--- config.mk ---
export PLATFORM = sky130hd
export DESIGN_NAME = key_bit_serializer_flat
export DESIGN_NICKNAME = d
export VERILOG_FILES = /design/src/rtl/key_bit_serializer_if.sv /design/src/rtl/key_bit_serializer.sv /design/src/flat_wrapper.sv
export SDC_FILE = /design/constraint.sdc
export NUM_CORES = 1
export LEC_CHECK = 0
export ABC_AREA = 1
export BUFFER_PORTS_ARGS = -buffer_cell sky130_fd_sc_hd__buf_2
export CORE_AREA = 3 3 83 54
export CTS_BUF_LIST = sky130_fd_sc_hd__clkbuf_4
export DETAILED_ROUTE_END_ITERATION = 10
export DIE_AREA = 0 0 86 57
export PLACE_DENSITY = 0.91
export SLEW_MARGIN = 30
export SYNTH_ARGS = -nofsm -noshare
export SYNTH_HDL_FRONTEND = slang
export SYNTH_SLANG_ARGS = --single-unit
export TNS_END_PERCENT = 10
--- constraint.sdc ---
create_clock -name CLK -period 2.6 [get_ports CLK]
set_clock_uncertainty 0.15 [all_clocks]
set_input_delay 0.65 -clock CLK [delete_from_list [all_inputs] [get_ports CLK]]
set_output_delay 0.65 -clock CLK [all_outputs]
set_load 0.1 [all_outputs]
--- src/rtl/key_bit_serializer_if.sv ---
// Stream-side bundle of the key bit serializer: the divider tick in, and the
// serial bit plus FIFO status out to the detector/display.
interface key_bit_serializer_if #(
   parameter int DEPTH = 8
);
   logic                     TICK;
   logic                     D;
   logic                     D_VALID;
   logic [$clog2(DEPTH):0]   FIFO_CNT;
   logic                     EMPTY;
   logic                     FULL;
   logic                     OVF;

   // master = the serializer, slave = the detector/display side
   modport master (
      input  TICK,
      output D, D_VALID, FIFO_CNT, EMPTY, FULL, OVF
   );

   modport slave (
      output TICK,
      input  D, D_VALID, FIFO_CNT, EMPTY, FULL, OVF
   );
endinterface

--- src/rtl/key_bit_serializer.sv ---
// Switch + push-button front end: synchronize, debounce the button, queue one
// switch sample per press, and release one queued bit per divider tick.
module key_bit_serializer #(
   parameter int DEB_CYCLES = 500000,
   parameter int DEPTH      = 8
) (
   input  logic                  CLK,
   input  logic                  RST_N,
   input  logic                  KEY_BIT,
   input  logic                  KEY_PUSH,
   key_bit_serializer_if.master  bus
);

   localparam int DEB_W = (DEB_CYCLES > 2) ? $clog2(DEB_CYCLES) : 1;
   localparam int PTR_W = $clog2(DEPTH);
   localparam int CNT_W = PTR_W + 1;

   localparam logic [DEB_W-1:0] DEB_LAST  = DEB_W'(DEB_CYCLES - 1);
   localparam logic [CNT_W-1:0] CNT_FULL  = CNT_W'(DEPTH);
   localparam logic [CNT_W-1:0] CNT_EMPTY = '0;

   // ------------------------------------------------------------------
   // Two-flop synchronizers; the button idles released (high).
   // ------------------------------------------------------------------
   logic bit_meta, bit_sync;
   logic push_meta, push_sync;

   // NOTE: sequential state uses non-blocking assignments so every flop
   // samples its inputs as they were before this edge.
   always_ff @(posedge CLK or negedge RST_N) begin
      if (!RST_N) begin
         bit_meta  <= 1'b0;
         bit_sync  <= 1'b0;
         push_meta <= 1'b1;
         push_sync <= 1'b1;
      end else begin
         bit_meta  <= KEY_BIT;
         bit_sync  <= bit_meta;
         push_meta <= KEY_PUSH;
         push_sync <= push_meta;
      end
   end

   // ------------------------------------------------------------------
   // Debouncer: the synced level must differ from btn for DEB_CYCLES
   // consecutive cycles before btn follows it.
   // ------------------------------------------------------------------
   logic             btn;
   logic             btn_d;
   logic [DEB_W-1:0] deb_cnt;

   always_ff @(posedge CLK or negedge RST_N) begin
      if (!RST_N) begin
         btn     <= 1'b1;
         btn_d   <= 1'b1;
         deb_cnt <= '0;
      end else begin
         btn_d <= btn;
         if (push_sync == btn) begin
            deb_cnt <= '0;
         end else if (deb_cnt == DEB_LAST) begin
            btn     <= push_sync;
            deb_cnt <= '0;
         end else begin
            deb_cnt <= deb_cnt + 1'b1;
         end
      end
   end

   // One-cycle pulse on the released-to-pressed transition only.
   logic press_evt;
   assign press_evt = btn_d & ~btn;

   // ------------------------------------------------------------------
   // FIFO control
   // ------------------------------------------------------------------
   logic             mem [DEPTH];
   logic [PTR_W-1:0] wr_ptr, rd_ptr;
   logic [CNT_W-1:0] cnt, cnt_nxt;
   logic             do_pop, do_push, drop;
   logic             d_q, d_valid_q, empty_q, full_q, ovf_q;

   // A pop frees the slot a simultaneous push needs, so a full FIFO still
   // accepts a press coincident with a tick.
   assign do_pop  = bus.TICK && (cnt != CNT_EMPTY);
   assign do_push = press_evt && ((cnt != CNT_FULL) || do_pop);
   assign drop    = press_evt && (cnt == CNT_FULL) && !do_pop;

   // NOTE: give every always_comb output a default before any branch so no
   // path leaves it unassigned and infers a latch.
   always_comb begin
      cnt_nxt = cnt;
      unique case ({do_push, do_pop})
         2'b10:   cnt_nxt = cnt + 1'b1;
         2'b01:   cnt_nxt = cnt - 1'b1;
         default: cnt_nxt = cnt;
      endcase
   end

   // NOTE: the storage array has no reset; cnt gates every read, so stale
   // contents are never observed and the array can map onto plain RAM.
   always_ff @(posedge CLK) begin
      if (do_push) begin
         mem[wr_ptr] <= bit_sync;
      end
   end

   always_ff @(posedge CLK or negedge RST_N) begin
      if (!RST_N) begin
         wr_ptr    <= '0;
         rd_ptr    <= '0;
         cnt       <= '0;
         d_q       <= 1'b0;
         d_valid_q <= 1'b0;
         empty_q   <= 1'b1;
         full_q    <= 1'b0;
         ovf_q     <= 1'b0;
      end else begin
         cnt     <= cnt_nxt;
         empty_q <= (cnt_nxt == CNT_EMPTY);
         full_q  <= (cnt_nxt == CNT_FULL);

         if (do_push) begin
            wr_ptr <= wr_ptr + 1'b1;
         end

         // When full, wr_ptr == rd_ptr; the read below sees the old entry
         // while the coincident push overwrites that slot.
         if (bus.TICK) begin
            if (do_pop) begin
               d_q       <= mem[rd_ptr];
               d_valid_q <= 1'b1;
               rd_ptr    <= rd_ptr + 1'b1;
            end else begin
               d_q       <= 1'b0;
               d_valid_q <= 1'b0;
            end
         end

         if (drop) begin
            ovf_q <= 1'b1;
         end
      end
   end

   assign bus.D        = d_q;
   assign bus.D_VALID  = d_valid_q;
   assign bus.FIFO_CNT = cnt;
   assign bus.EMPTY    = empty_q;
   assign bus.FULL     = full_q;
   assign bus.OVF      = ovf_q;

endmodule

--- src/flat_wrapper.sv ---
// flat-port wrapper written by rule: the top's interface ports become plain ports
module key_bit_serializer_flat 
#(
   parameter int DEB_CYCLES = 500000,
   parameter int DEPTH      = 8
)
  (CLK, RST_N, KEY_BIT, KEY_PUSH, bus_TICK, bus_D, bus_D_VALID, bus_FIFO_CNT, bus_EMPTY, bus_FULL, bus_OVF);
  key_bit_serializer_if #(.DEPTH(DEPTH)) bus_i ();
  input  logic CLK;
  input  logic RST_N;
  input  logic KEY_BIT;
  input  logic KEY_PUSH;
  input wire logic [$bits(bus_i.TICK)-1:0] bus_TICK;
  output wire logic [$bits(bus_i.D)-1:0] bus_D;
  output wire logic [$bits(bus_i.D_VALID)-1:0] bus_D_VALID;
  output wire logic [$bits(bus_i.FIFO_CNT)-1:0] bus_FIFO_CNT;
  output wire logic [$bits(bus_i.EMPTY)-1:0] bus_EMPTY;
  output wire logic [$bits(bus_i.FULL)-1:0] bus_FULL;
  output wire logic [$bits(bus_i.OVF)-1:0] bus_OVF;
  assign bus_i.TICK = bus_TICK;
  assign bus_D = bus_i.D;
  assign bus_D_VALID = bus_i.D_VALID;
  assign bus_FIFO_CNT = bus_i.FIFO_CNT;
  assign bus_EMPTY = bus_i.EMPTY;
  assign bus_FULL = bus_i.FULL;
  assign bus_OVF = bus_i.OVF;
  key_bit_serializer #(.DEB_CYCLES(DEB_CYCLES), .DEPTH(DEPTH)) u_core (.CLK(CLK), .RST_N(RST_N), .KEY_BIT(KEY_BIT), .KEY_PUSH(KEY_PUSH), .bus(bus_i));
endmodule
==> results by group, run 1 <==
Outcome
  • Outcome: finished clean

Synth
  • Post-synth ARST share: 83.33%
  • Yosys top cell by area: dfrtp_1
  • Post-Synth Simple-Gate Area: 30.77%
  • Complex-gate fraction of the synthesized area: 4.945%
  • Area share of the largest cell type after synthesis: 36.44%
  • Count leader, synth: nand2_1
  • Mapped Nets: 283
  • Synth area leaders: dfrtp_1 36%, edfxtp_1 10%, nand2_1 8.6%
  • Synth Area per Inst: 8.772 um^2
  • Predominant post-synthesis flop cell: dfrtp_1
  • Mapped Cells: 274
  • Mapped Area: 2404 um^2
  • Post-synthesis xor/xnor area fraction: 3.644%
  • Post-synthesis adder-cell area fraction: 2.082%
  • Mux share of post-synthesis cell area: 0.8850%
  • Largest family of logic cells by synthesized area: simple AND/OR/NAND/NOR gates
  • Seq/Total Area, Yosys: 51.90%
  • Synth Warn #: 0
  • Post-synth EDFFs: 8
  • Synth unique cells: 31
  • Post-synth top cells: 55 x nand2_1, 44 x nor2_1, 35 x dfrtp_1
  • Synth Register Bits: 48

Critical path
  • Critical path peak fanout: 6
  • Worst path slowest cell: dfrtp_1
  • Crit path cell chain: buf_2
  • WP buf/inv: 1
  • Reg2Reg Launch Point: u_core.deb_cnt[0]$_DFF_PN0_
  • R2R Setup Slk: 0.58 ns
  • Worst Path Arrival: 1.32 ns
  • Reg2reg path depth: 8
  • Worst r2r dst: u_core.deb_cnt[10]$_DFF_PN0_
  • Worst Setup Start Kind: register
  • Crit path largest cell delay: 0.49 ns
  • CP required: 1.80 ns
  • Crit path kind: register to output port
  • Cell family with most CP delay: flip-flops
  • CP Capture Type: output port

GRT
  • Total gr overflow: 0
  • Vias in the first global route: 1785
  • Largest net degree at the start of global routing: 29
  • Antenna violations before repair: 0
  • Global-route wire length before repair: 8321 um
  • GRT Total Usage: 21.68%

Layout
  • Fin cells: 344
  • Fraction of layout cells with a size suffix above 1: 16.16%
  • Layout area overhead: 9.266%
  • Nets@finish: 305
  • Fin util: 71.37%
  • # diodes: 0

Floorplan
  • Die area: 4902 um^2
  • Die X: 86 um
  • Chip Height: 57 um
  • Core area: 3680 um^2
  • Rows: 17
  • IO Count: 14
  • Initial Util: 65.32%

Clocking
  • Root buffer cell: clkbuf_4
  • Num CTS Buffers: 5
  • Cts hold-fix bufs: 0
  • Post_cts resized: 0
  • H-tree depth: 2
  • CTS sink cnt: 48
  • TritonCTS clock tree: yes
  • Clock-pin slew on the worst setup and hold paths: 0.15 ns
  • Post-CTS Setup Bufs: 0
  • Max Root-Sink Buffers: 2
  • Clock Latency Late Sink: 0.36 ns

Job
  • Number of max-cap violations: 0

Power
  • Cell area power density: 866.2 nW/um^2
  • Worst vdd ir: 1011 uV
  • Leak pwr: 1.193 nW

Timing
  • Final setup violation count: 0
  • Max-slew headroom: 60.42%
  • Tmin final: 2.125 ns
  • Hold Fails Final Rpt: 0
  • Worst slew pin tran: 0.5937 ns
  • Final worst path period share: 81.72%
  • Achievable Freq: 0.4707 GHz
  • Post-Route Setup TNS: 0 ns
  • Slew Viols, Final: 0
  • RSZ-0062 raised after global routing: false

Detailed routing
  • Routed Antenna Nets: 0
  • Per-cell routed wire length: 13.89 um
  • Vias per cell: 5.448
  • Via count: 1874
  • First-pass DRT Iterations: 5
  • DRT Wirelength: 4778 um
  • Initial drt markers: 97
  • DRC: 0

Place
  • Hpwl dp: 3567 um
  • Routability Congestion: 0.8865
  • Placed Cells incl. Taps: 336
  • I/O Buffers: 13

Hold path
  • Hold crit path type: input port to async pin
-- layer usage --
metal	up-vias	track usage, %	share of wire (%)
met5	-	0	0
met4	0	5.192	1.0
met3	8	5.916	9.1
met2	83	30.41	40
met1	846	33.46	50
li1	937	-	-
-- stage by stage --
stage	worst slack (ns)	hold WS [ns]	area [um^2]	power [mW]
floorplan	0.2193	0.1812	2404	1.669
CTS	0.4681	0.1177	2626	2.288
global placement	0.6250	0.1838	2542	1.807
global route	0.3604	0.1291	2626	2.403
finish	0.4754	0.1126	2626	2.275
detailed placement	0.5768	0.1965	2542	1.830
-- state kept, by name (all words and copies together) (netlist names) --
signal	count
u_core.wr_ptr	3
u_core.push_sync	1
u_core.bus.OVF	1
u_core.push_meta	1
u_core.bit_sync	1
u_core.bus.D_VALID	1
u_core.rd_ptr	3
u_core.btn	1
u_core.bit_meta	1
u_core.btn_d	1
u_core.bus.FULL	1
u_core.bus.EMPTY	1
u_core.mem	8
u_core.deb_cnt	19
u_core.bus.FIFO_CNT	4
u_core.bus.D	1
-- logic make-up (layout without fill, tap and decap cells) --
kind of cell	Yosys count	after routing
mux	2	2
buf+inv	37	60
compound gates	20	20
flops	48	48
fa+ha+maj	4	4
simple gates	153	153
xor+xnor	10	10
-- where the power goes --
group	switching [mW]	internal (mW)
registers	0.0948	0.853
logic	0.679	0.188
clock network	0.254	0.206
-- worst max-delay path by stage --
| stage | cells past startpoint | from | slack (ns) | to |
|---|---|---|---|---|
| after floorplan | 14 | u_core.bus.FIFO_CNT[3]$_DFF_PN0_ | 0.22 | u_core.bus.FULL$_DFF_PN0_ |
| after global placement | 6 | bus_TICK | 0.62 | u_core.mem[2]$_DFFE_PP_ |
| after detailed placement | 6 | bus_TICK | 0.58 | u_core.mem[0]$_DFFE_PP_ |
| after CTS | 1 | u_core.bus.FIFO_CNT[1]$_DFF_PN0_ | 0.47 | bus_FIFO_CNT[1] |
| after global routing | 15 | u_core.btn$_DFFE_PN1P_ | 0.36 | u_core.bus.EMPTY$_DFF_PN1_ |
| final | 1 | u_core.bus.FIFO_CNT[0]$_DFF_PN0_ | 0.48 | bus_FIFO_CNT[0] |
-- cell usage in the layout, fill, tap and decap left out, types with 2 or more instances in the layout --
master	n
nor3_1	9
nand3_4	2
ha_1	4
or2_1	2
nor2_2	2
nand2_4	2
nand2_1	55
inv_1	34
nand2_2	6
buf_2	13
nand3_1	15
xor2_1	10
dfstp_2	5
o21ai_0	6
nor3b_1	2
dfrtp_1	35
nand4_1	10
a211oi_1	3
clkbuf_4	5
a21oi_1	6
nor2_1	44
edfxtp_1	8
buf_4	2
o211ai_1	2
inv_2	3
-- final cells by class --
class | count | area, um^2
inverters | 37 | 138.9
clock inverters | 3 | 46.29
clock buffers | 5 | 37.54
flip-flops and latches | 48 | 1247
fillers | 277 | 1054
multi-input cells | 189 | 1017
well taps | 47 | 58.81
repair buffers | 15 | 80.08
No activity file was read; power rests on OpenSTA's default activity.
==> run 2: changes to the inputs <==
--- a/config.mk
+++ b/config.mk
@@ -7,11 +7,11 @@
 export LEC_CHECK = 0
 export ABC_AREA = 1
 export BUFFER_PORTS_ARGS = -buffer_cell sky130_fd_sc_hd__buf_2
-export CORE_AREA = 3 3 83 54
+export CORE_AREA = 3 3 88 57
 export CTS_BUF_LIST = sky130_fd_sc_hd__clkbuf_4
 export DETAILED_ROUTE_END_ITERATION = 10
-export DIE_AREA = 0 0 86 57
-export PLACE_DENSITY = 0.91
+export DIE_AREA = 0 0 91 60
+export PLACE_DENSITY = 0.85
 export SLEW_MARGIN = 30
 export SYNTH_ARGS = -nofsm -noshare
 export SYNTH_HDL_FRONTEND = slang
==> constraint.sdc (replaced) <==
create_clock -name CLK -period 1.9 [get_ports CLK]
set_clock_uncertainty 0.15 [all_clocks]
set_input_delay 0.475 -clock CLK [delete_from_list [all_inputs] [get_ports CLK]]
set_output_delay 0.475 -clock CLK [all_outputs]
set_load 0.1 [all_outputs]
==> results by group, run 2 (synthesized netlist as in run 1, its figures left out) <==
Floorplan
  • Initial Util: 58.00% (was 65.32%)
  • Rows: 18 (was 17)
  • Die area: 5460 um^2 (was 4902 um^2)
  • IO Count: 14 (unchanged)
  • Chip Height: 60 um (was 57 um)
  • Core area: 4144 um^2 (was 3680 um^2)
  • Die X: 91 um (was 86 um)

Hold path
  • Worst hold endpoint: u_core.push_meta$_DFF_PN1_
  • Hold Crit Depth: 1
  • HP Start: KEY_PUSH
  • Hold crit path type: input port to register (was input port to async pin)

Power
  • Worst vdd ir: 1513 uV (was 1011 uV)
  • Leak pwr: 1.236 nW (was 1.193 nW)
  • Comb power frac: 42.7% (was 38.1%)
  • Internal Power: 1.695 mW (was 1.248 mW)
  • NetSw: 1.447 mW (was 1.027 mW)
  • Design Power: 3.142 mW (was 2.275 mW)
  • Cell area power density: 1138 nW/um^2 (was 866.2 nW/um^2)
  • Switching share of power: 46.06% (was 45.16%)
  • Clock power share: 14.4% (was 20.2%)
  • Flop pwr share: 42.9% (was 41.7%)

Clocking
  • TritonCTS clock tree: yes (unchanged)
  • Max Root-Sink Buffers: 2 (unchanged)
  • CTS sink cnt: 48 (unchanged)
  • H-tree depth: 2 (unchanged)
  • Clock-pin slew on the worst setup and hold paths: 0.13 ns (was 0.15 ns)
  • Clock Latency Late Sink: 0.36 ns (about the same)
  • Num CTS Buffers: 5 (unchanged)
  • Root buffer cell: clkbuf_4 (unchanged)

Detailed routing
  • Per-cell routed wire length: 13.10 um (was 13.89 um)
  • Initial drt markers: 131 (was 97)
  • DRT Wirelength: 4809 um (was 4778 um)
  • Via count: 1909 (was 1874)
  • Routed Antenna Nets: 0 (unchanged)
  • DRC: 0 (unchanged)
  • Vias per cell: 5.202 (was 5.448)
  • First-pass DRT Iterations: 4 (was 5)

Place
  • Placement Cell Area: 2644 um^2 (was 2542 um^2)
  • Hpwl dp: 3589 um (was 3567 um)
  • Placed Cells incl. Taps: 355 (was 336)
  • I/O Buffers: 13 (unchanged)
  • Routability Congestion: 0.9315 (was 0.8865)
  • Pre-CTS setup slack: 0.04376 ns (was 0.5768 ns)

Critical path
  • Reg2reg path depth: 14 (was 8)
  • Worst Path Arrival: 2.04 ns (was 1.32 ns)
  • Worst r2r dst: u_core.bus.EMPTY$_DFF_PN1_ (was u_core.deb_cnt[10]$_DFF_PN0_)
  • Critical path peak fanout: 5 (was 6)
  • Worst path slowest cell: dfrtp_4 (was dfrtp_1)
  • Crit path largest cell delay: 0.55 ns (was 0.49 ns)
  • Crit path kind: register to register (was register to output port)
  • CP required: 2.05 ns (was 1.80 ns)
  • Reg2Reg Launch Point: u_core.bus.FIFO_CNT[3]$_DFF_PN0_ (was u_core.deb_cnt[0]$_DFF_PN0_)
  • CP Capture Type: register (was output port)
  • R2R Setup Slk: 0.01 ns (was 0.58 ns)
  • Worst Setup Start Kind: register (unchanged)
  • Crit path cell chain: nor2_4 > nand2_4 > nand4_1 > nand2_1 > inv_1 > ha_1 > inv_1 > nand2_2 > inv_1 > nand2_1 > nand3_1 > nand2_1 > nand2_2 > nor2_2 (was buf_2)

Timing
  • Max-slew headroom: 67.72% (was 60.42%)
  • Worst slew pin tran: 0.4876 ns (was 0.5937 ns)
  • Final setup violation count: 0 (unchanged)
  • Achievable Freq: 0.5303 GHz
  • Final WS setup: 0.01436 ns (was 0.4754 ns)
  • Hold Fails Final Rpt: 0 (unchanged)
  • Final worst path period share: 99.24%
  • Tmin final: 1.886 ns
  • Post-Route Setup TNS: 0 ns (unchanged)
  • RSZ-0062 raised after global routing: true (was false)
  • Slew Viols, Final: 0 (unchanged)

GRT
  • Total gr overflow: 0 (unchanged)
  • Vias in the first global route: 1790 (was 1785)
  • Antenna violations before repair: 0 (unchanged)
  • Largest net degree at the start of global routing: 24 (was 29)
  • Global-route wire length before repair: 8314 um (was 8321 um)
  • GRT Total Usage: 19.69% (was 21.68%)

Job
  • Number of max-cap violations: 0 (unchanged)

Layout
  • Fin cells: 367 (was 344)
  • # diodes: 0 (unchanged)
  • Commonest non-fill, non-tap cell in the layout: nand2_1 (unchanged)
  • Nets@finish: 315 (was 305)
  • Fraction of layout cells with a size suffix above 1: 21.82% (was 16.16%)
  • Layout area overhead: 14.84% (was 9.266%)
  • Most flops, register: u_core.deb_cnt (unchanged)
  • Max FFs per register: 19 (unchanged)
  • Final instance area: 2760 um^2 (was 2626 um^2)
  • Most frequent cells in the layout: 52 x nand2_1, 41 x nor2_1, 34 x inv_1 (was 55 x nand2_1, 44 x nor2_1, 35 x dfrtp_1)

Outcome
  • Outcome: finished clean (unchanged)
==> run 2: changes by cell type in the layout (fill, tap and decap cells not counted), moves of 2 or more <==
cell | before | now
nor2_4 | 0 | 2
nor2_1 | 44 | 41
dfrtp_4 | 0 | 4
buf_2 | 13 | 8
buf_4 | 2 | 15
dfrtp_1 | 35 | 31
nand2_2 | 6 | 8
clkinv_2 | 0 | 2
nand2_1 | 55 | 52
==> run 2: area by class of cell <==
type	instances	area, um^2
fill	340	1384
sequential	48	1262
multi-input combinational	189	1050
timing repair buffer	25	182.7
inverter	37	138.9
tap	60	75.07
clock buffer	5	37.54
clock inverter	3	13.76
==> run 2: layer usage <==
layer	global-route usage, %	up-vias	wire [um]
met1	29.84	908	2506
met3	4.151	5	239
met2	28.14	41	2028
li1	-	955	-
met5	0	-	0
met4	6.652	0	34
==> run 2: worst max-delay path, delay by kind of cell (launching register included) <==
family / cells / cell delay, ns
simple gates: 10 / 0.87
flops: 1 / 0.55
buf+inv: 3 / 0.14
fa+ha+maj: 1 / 0.13
==> run 2: worst max path at each step <==
stage	to	depth (start not counted)	from
floorplan	u_core.bus.FULL$_DFF_PN0_	15	u_core.bus.FIFO_CNT[1]$_DFF_PN0_
global placement	u_core.mem[6]$_DFFE_PP_	6	bus_TICK
detailed placement	u_core.bus.EMPTY$_DFF_PN1_	14	u_core.bus.FIFO_CNT[1]$_DFF_PN0_
CTS	u_core.bus.EMPTY$_DFF_PN1_	14	u_core.bus.FIFO_CNT[1]$_DFF_PN0_
global route	u_core.bus.EMPTY$_DFF_PN1_	14	u_core.bus.FIFO_CNT[0]$_DFF_PN0_
finish	u_core.bus.EMPTY$_DFF_PN1_	14	u_core.bus.FIFO_CNT[3]$_DFF_PN0_
==> run 2: power by group through the flow <==
stage / Sequential, mW / Clock, mW / Combinational [mW]
6_report: 1.35 / 0.451 / 1.34
5_1_grt: 1.37 / 0.505 / 1.45
3_3_place_gp: 1.36 / 0 / 1.19
3_5_place_dp: 1.37 / 0 / 1.22
2_1_floorplan: 1.88 / 0 / 0.468
4_1_cts: 1.35 / 0.459 / 1.26
==> run 2: stage by stage <==
stage               utilization (%)  hold slack, ns
finish                        66.61         0.04459
detailed placement            63.80          0.2041
floorplan                         -         0.02941
global route                  66.61         0.01967
CTS                           65.58         0.03971
global placement              63.80          0.1838
==> run 2: timing repair <==
item | 4_1_cts | 5_1_grt
hold endpoints to repair | 14 | 0
setup endpoints to repair | 5 | 3
buffers inserted | 0 | 3
hold buffers | 1 | 0
gates resized for setup | 5 | 7
pin swaps | 0 | 9
